==> src/rtl/tone_gen_8b_pkg.sv <==
// Shared constants for the square-wave tone generator.
package tone_gen_8b_pkg;
  localparam int NOTE_W = 8;
  localparam logic [NOTE_W-1:0] NOTE_REST = 8'h00;
  localparam int PRESCALE_DEFAULT = 250;
endpackage

==> src/rtl/tone_prescaler.sv <==
// Free-running 0..PRESCALE-1 counter; tick marks the last count while running.
module tone_prescaler #(
  parameter int PRESCALE = 250,
  parameter int PS_W     = 16
) (
  input  logic clk,
  input  logic rst,
  input  logic clear,
  input  logic run,
  output logic tick
);
  localparam logic [PS_W-1:0] LAST = PS_W'(PRESCALE - 1);

  logic [PS_W-1:0] cnt;

  assign tick = run && (cnt == LAST);

  always_ff @(posedge clk) begin
    if (!rst)          cnt <= '0;
    else if (clear)    cnt <= '0;
    else if (run)      cnt <= (cnt == LAST) ? '0 : cnt + PS_W'(1);
  end
endmodule

==> src/rtl/tone_gen_8b.sv <==
// Square-wave tone generator: half-period is note*PRESCALE cycles, with a
// one-cycle strobe on the falling edge that closes each full period.
module tone_gen_8b
  import tone_gen_8b_pkg::*;
#(
  parameter int PRESCALE = PRESCALE_DEFAULT,
  parameter int PS_W     = 16
) (
  input  logic              clk,
  input  logic              rst,
  input  logic              en,
  input  logic [NOTE_W-1:0] note,
  output logic              spk,
  output logic              active,
  output logic              cycle_done
);
  logic [NOTE_W-1:0] note_q;
  logic [NOTE_W-1:0] half_cnt;
  logic change, silent, run, tick;

  assign change = (note != note_q);
  assign silent = !en || (note_q == NOTE_REST);
  assign run    = !change && !silent;

  tone_prescaler #(.PRESCALE(PRESCALE), .PS_W(PS_W)) u_presc (
    .clk   (clk),
    .rst   (rst),
    .clear (!run),
    .run   (run),
    .tick  (tick)
  );

  always_ff @(posedge clk) begin
    if (!rst) begin
      note_q     <= NOTE_REST;
      half_cnt   <= '0;
      spk        <= 1'b0;
      active     <= 1'b0;
      cycle_done <= 1'b0;
    end else begin
      note_q <= note;
      if (change) begin
        // Restart at phase 0; a truncated period never reports completion.
        half_cnt   <= '0;
        spk        <= 1'b0;
        active     <= !silent;
        cycle_done <= 1'b0;
      end else if (silent) begin
        half_cnt   <= '0;
        spk        <= 1'b0;
        active     <= 1'b0;
        cycle_done <= 1'b0;
      end else begin
        active     <= 1'b1;
        cycle_done <= 1'b0;
        if (tick) begin
          if (half_cnt == note_q - NOTE_W'(1)) begin
            half_cnt   <= '0;
            spk        <= ~spk;
            cycle_done <= spk;
          end else begin
            half_cnt <= half_cnt + NOTE_W'(1);
          end
        end
      end
    end
  end
endmodule
==> config.mk <==
export PLATFORM = sky130hd
export DESIGN_NAME = tone_gen_8b
export DESIGN_NICKNAME = d
export VERILOG_FILES = /design/src/rtl/tone_gen_8b_pkg.sv /design/src/rtl/tone_prescaler.sv /design/src/rtl/tone_gen_8b.sv
export SDC_FILE = /design/constraint.sdc
export NUM_CORES = 1
export LEC_CHECK = 0
export ABC_AREA = 1
export CAP_MARGIN = 40
export CELL_PAD_IN_SITES_DETAIL_PLACEMENT = 1
export CELL_PAD_IN_SITES_GLOBAL_PLACEMENT = 2
export CORE_MARGIN = 2
export CORE_UTILIZATION = 33
export DETAILED_ROUTE_END_ITERATION = 10
export MAX_ROUTING_LAYER = met4
export PLACE_DENSITY = 0.9
export SLEW_MARGIN = 20
export SYNTH_ARGS = -nofsm -noshare
export SYNTH_HDL_FRONTEND = slang
export SYNTH_HIERARCHICAL = 1
export SYNTH_SLANG_ARGS = --single-unit
==> constraint.sdc <==
create_clock -name clk -period 3.05 [get_ports clk]
set_input_delay 0.61 -clock clk [delete_from_list [all_inputs] [get_ports clk]]
set_output_delay 0.61 -clock clk [all_outputs]
set_load 0.02 [all_outputs]
# Yosys cells after proc, flatten, opt, wreduce, memory -nomap -nowiden
# Index checks and enable logic that the tools add are counted.
[word_totals] ff_bits=35 in_bits=11 out_inout_bits=3 wordCells=31
[classes] addsub=3 n_eq_ne=3 mux=3 n_bitwise=5 reduce_logical=11
[op_table] cell="$add 16x1->16 const B" count=1
[op_table] cell="$eq 16x8->1 const B" count=1
[op_table] cell="$add 8x1->8 const B" count=1
[op_table] cell="$eq 8x8->1" count=1
[op_table] cell="$logic_not 8->1" count=1
[op_table] cell="$mux 8" count=1
[op_table] cell="$ne 8x8->1" count=1
[op_table] cell="$sub 8x1->8 const B" count=1
[op_table] cell="$reduce_or 3->1" count=2
[op_table] cell="$not 1->1" count=5
[op_table] cell="$reduce_or 5->1" count=1
[op_table] cell="$logic_not 1->1" count=3
[op_table] cell="$logic_and 1x1->1" count=2
[op_table] cell="$mux 1" count=2
[op_table] cell="$reduce_and 2->1" count=1
[op_table] cell="$logic_or 1x1->1" count=1

# Depth between registers and ports, before layout
# Gate-level depths: netlist (run 1).
[logic_depth] depth_word=7 mapped_depth=21 mapped_depth_nobuf=19

# Cells and area by module
# Netlist (run 1), hierarchy kept.
[modules_own_cells] module="tone_gen_8b" instances=1 cells_per_inst=179 area_per_inst_um2=1186.1 seq_area_each_um2=380.4
[modules_own_cells] module="tone_prescaler" instances=1 cells_per_inst=138 area_per_inst_um2=923.4 seq_area_each_um2=320.3

# Worst setup path after synthesis (run 1)
# No wires, ideal clock.
[synth_timing] path_type="input -> register" from="in note[5]" to="reg half_cnt[7]" setup_time_ns=0.116 arrival_ns=2.485 required_time_ns=2.934 setup_slack_ns=0.450 cell_stages=19 path_buffers=2 cell_sequence="xor2_1 > nor3_2 > nand3_2 > inv_1 > buf_6 > nand2_1 > inv_1 > nand2_1 > nor2_1 > nand2_2 > inv_1 > buf_4 > nand2_1 > nor3_2 > nand2_1 > nor2_1 > nand3_1 > xor2_1 > nor2_1"
[synth_between] elab_chain_cells=4 elab_cells_between_ends=5 cone_classes="1 x eq/ne; 4 x reduce/logical"
[synth_lines] element="start, declared" line_no="tone_gen_8b.sv:12" rtl="input logic [NOTE_W-1:0] note,"
[synth_lines] element="$ne 8x8->1" line_no="tone_gen_8b.sv:21" rtl="assign change = (note != note_q);"
[synth_lines] element="$logic_not 1->1" line_no="tone_gen_8b.sv:23" rtl="assign run = !change && !silent;"
[synth_lines] element="$logic_and 1x1->1" line_no="tone_gen_8b.sv:23"
[synth_lines] element="named net run" line_no="tone_gen_8b.sv:19" rtl="logic change, silent, run, tick;"
[synth_lines] element="$logic_and 1x1->1" line_no="tone_prescaler.sv:16" rtl="assign tick = run && (cnt == LAST);"
[synth_lines] element="named net tick" line_no="tone_gen_8b.sv:19"
[synth_lines] element="end signal, assigned" line_no="tone_gen_8b.sv:62" rtl="half_cnt <= half_cnt + NOTE_W'(1);"
[synth_lines] element="end, declared" line_no="tone_gen_8b.sv:18" rtl="logic [NOTE_W-1:0] half_cnt;"
# The timed path passes the listed nets, and every way through them passes these cells.
# A chain may end at the register's enable or synchronous reset.

# Worst setup path after layout (run 1)
[layout_timing] from="in note[3]" to="reg half_cnt[7]"
# The elaborated chain is that of the path after synthesis.

==> results of run 1 <==
final cells by class:
cell class | count | area [sq um] | area share [%]
multi-input combinational | 229 | 1200 | 49.1
sequential | 35 | 701 | 28.7
inverter | 50 | 188 | 7.68
timing repair buffer | 17 | 160 | 6.55
clock buffer | 8 | 100 | 4.10
tap | 77 | 96.3 | 3.94
layout by cell type (no fill, tap or decap):
cell             netlist  final
xor2_2                 1      1
nor3_1                 6      6
dfxtp_1               35     35
xnor2_1                8      8
o21ai_1                1      1
nand2_2                5      5
o21a_2                 1      1
inv_1                 48     48
clkbuf_1               1      1
inv_2                  2      2
or2_2                  4      4
nor2_1                51     51
a21oi_2                2      2
nor2_4                 3      3
ha_1                   5      5
a21oi_1                6      6
buf_4                  1      4
o21ai_0                2      2
clkdlybuf4s50_1        0     13
nand4_2                1      1
nand3_2                2      2
o21bai_1               1      1
or2_0                  1      1
nand4_1                4      4
o21bai_2               1      1
nor2_2                 8      8
xor2_1                10     10
nand3_1               11     11
nor3_2                 2      2
nand2_1               90     90
clkbuf_8               0      7
nand2_4                3      3
how the worst min path moves through the flow:
stage	from	end	slack [ns]	cells after the start
3_3_place_gp	spk	cycle_done	0.48	2
5_1_grt	spk	cycle_done	0.56	2
4_1_cts	spk	cycle_done	0.51	2
2_1_floorplan	u_presc/cnt[15]	u_presc/cnt[15]	0.48	2
6_report	spk	cycle_done	0.51	2
3_5_place_dp	spk	cycle_done	0.50	2
routing by layer:
layer  routed length, um  vias to the layer above  track usage (%)
li1                    -                      991                -
met1                2480                      850             20.1
met2                2070                       17             23.1
met3                 114                        8             3.96
met4                  90                        0             5.72
met5                   0                        -                -
sequential cells by signal, summed over array words and instances (netlist names):
| name | flops |
|---|---|
| note_q | 8 |
| cycle_done | 1 |
| u_presc/cnt | 16 |
| active | 1 |
| half_cnt | 8 |
| spk | 1 |
worst max-delay path: cells and delay by family:
kind / cells / cell delay, ns
and+or+nand+nor: 13 / 1.34
buffers and inverters: 4 / 0.71
xor gates and xnor gates: 2 / 0.28
report_power, final:
group | total, mW | switching [mW] | internal, mW
logic | 0.0872 | 0.0479 | 0.0393
clock network | 0.376 | 0.170 | 0.206
registers | 0.472 | 0.00895 | 0.463
cells by family after synthesis:
| family | after synthesis |
|---|---|
| simple gates | 191 |
| xor+xnor | 19 |
| flops | 35 |
| buf+inv | 53 |
| compound gates | 14 |
| fa+ha+maj | 5 |
through the flow:
stage / std cells / hold slack [ns] / cell area (sq um)
floorplan: 317 / 0.479 / 2110
global placement: 408 / 0.481 / 2340
detailed placement: 408 / 0.500 / 2340
CTS: 416 / 0.511 / 2440
global route: 416 / 0.562 / 2440
finish: 416 / 0.506 / 2440
Yosys cell counts (all sizes together):
cell type and number:
a21oi 8, o21ai 3, xnor2 8, clkbuf 1, nand3 13, or2 5, nor3 8, o21a 1
xor2 11, ha 5, buf 2, inv 50, o21bai 2, nand2 98, nand4 5, nor2 62
dfxtp 35
==> summary.md, run 1 <==
| Metric | Value |
|---|---|
| Outcome | `finished, final reports clean` |
| Area leader, netlist | `dfxtp_1` |
| Worst Hold Class | `flip-flop to flip-flop` |
| Distinct cells, synth | `31` |
| Final Max Tran Viols | `0` |
| Final routed DRC violation total | `0` |
| R2R Path End | `half_cnt[7]` |
| Final worst path period need | `2.75 ns` |
| CTS Buf Count | `5` |
| Vias in the first global route | `1877` |
| Htree depth | `2` |
| Share of the synthesized area in the top cell type | `33.2%` |
| Vias | `1866` |
| Slew HR | `72.7%` |
| Port bufs | `13` |
| Vias per cell | `4.49` |
| Post-place setup slack | `-0.0243 ns` |
| Crit. End Element | `flip-flop` |
| Pwr dens | `383 nW/um^2` |
| Crit path launch | `note[3]` |
| Register-to-Register Path Depth | `19` |
| Compound-Gate Fraction of Synth Area | `4.27%` |
| Seq cells post-synth | `35` |
| First-pass GRT wire length | `8510 um` |
| VDD IR max | `0.153 mV` |
| Reg2reg start | `note_q[0]` |
| Worst path arrival time | `2.94 ns` |
| CTS sink cnt | `35` |
| Top Ports | `14` |
| XOR/XNOR share of the synthesized area | `8.24%` |
| Final setup violation count | `0` |
| Die ar. | `7050 sq um` |
| Setup Crit Path Kind | `primary input to flip-flop` |
| Largest family of logic cells by synthesized area | `simple AND/OR/NAND/NOR gates` |
| Final wirelength | `4760 um` |
| Simple-gate area share of the yosys netlist | `41.3%` |
| Post-Syn Instances | `317` |
| CP endpoint | `half_cnt[7]` |
| Die H | `84.0 um` |
| Initial detailed-routing violation count | `44` |
| PnR Total Power | `0.936 mW` |
| CTS tree | `done` |
| # rows | `29` |
| Starting density of the core | `33.6%` |
| Post_cts resized | `0` |
| R2r setup slk | `0.57 ns` |
| DRT antenna net count | `0` |
| Core area | `6280 sq um` |
| Final core area utilization | `38.9%` |
| Total iterations of the first detailed-routing run | `4` |
| Die width | `84.0 um` |
| RSZ-0062 raised after global routing | `false` |
| Wirelength per Cell | `11.4 um` |
| Cts hold-fix bufs | `0` |
| Synth-to-layout area growth | `15.8%` |
| GPL Wtd Cong | `0.790` |
| Post-Synthesis Mean Instance Area | `6.65 sq um` |
| MaxCap Viol Count | `0` |
| Slowest stage cell, crit path | `clkdlybuf4s50_1` |
| FMAX | `0.364 GHz` |
| Fin crit share | `90.0%` |
| Largest net degree at the start of global routing | `11` |
| Hpwl dp | `3870 um` |
| Final Hold Vio Count | `0` |
| Top cells by area, synth | `dfxtp_1 (33%), nand2_1 (16%), nor2_1 (9.1%), inv_1 (8.5%), xor2_1 (4.2%)` |
| Gr usage total | `15.5%` |
| Net Count, Synth | `333` |
| Initial antenna violation count | `0` |
| CP most frequent cell | `nand2_1` |
| Share of post-route cells with drive strength above 1 | `13.6%` |
| Clk buf depth | `2` |
| Post-CTS Setup Repair Bufs | `0` |
| CP Data Required Time | `3.24 ns` |
| Pleak | `1.05 nW` |
| Ys Warns | `6` |
| Ant diodes | `0` |
| Mux cell area share after synthesis | `0%` |
| Clock skew | `0.00725 ns` |
| Crit path launch type | `primary input` |
| Total negative slack | `0 ns` |
| Setup ws final | `0.304 ns` |
| Clk_lat worst skew | `0.29 ns` |
| Adder-cell share of the synthesized area | `2.97%` |
| Crit-path cells | `clkdlybuf4s50_1, xnor2_1, nand2_1, nor3_2, nand3_2, inv_1, nand2_1, inv_1, nand2_1, nor2_1, nand2_2, inv_1, nand2_1, nor3_2, nand2_1, nor2_1, nand3_1, xor2_1, nor2_1` |
| Slowest stage delay, CP | `0.50 ns` |
| CP max FO | `2` |
| Slew of the pin with the lowest slew margin | `0.409 ns` |
| GRT Residual Overflow | `0` |
| Clk pin slew, worst setup/hold paths | `0.07 ns` |
| Cell Area, Synth | `2110 sq um` |
| Root Driver | `clkbuf_8` |
| Layout net count | `354` |
| Sequential area share after synthesis | `33.2%` |
| Filler instances | `812` |
Note: power is estimated with default switching activity, not from simulation.
==> inputs of run 2 (changes only) <==
--- a/config.mk
+++ b/config.mk
@@ -14,7 +14,6 @@
 export DETAILED_ROUTE_END_ITERATION = 10
 export MAX_ROUTING_LAYER = met4
 export PLACE_DENSITY = 0.9
-export SLEW_MARGIN = 20
 export SYNTH_ARGS = -nofsm -noshare
 export SYNTH_HDL_FRONTEND = slang
 export SYNTH_HIERARCHICAL = 1
==> results of run 2 <==
Final layout, timing and power as in run 1 (identical DEF).
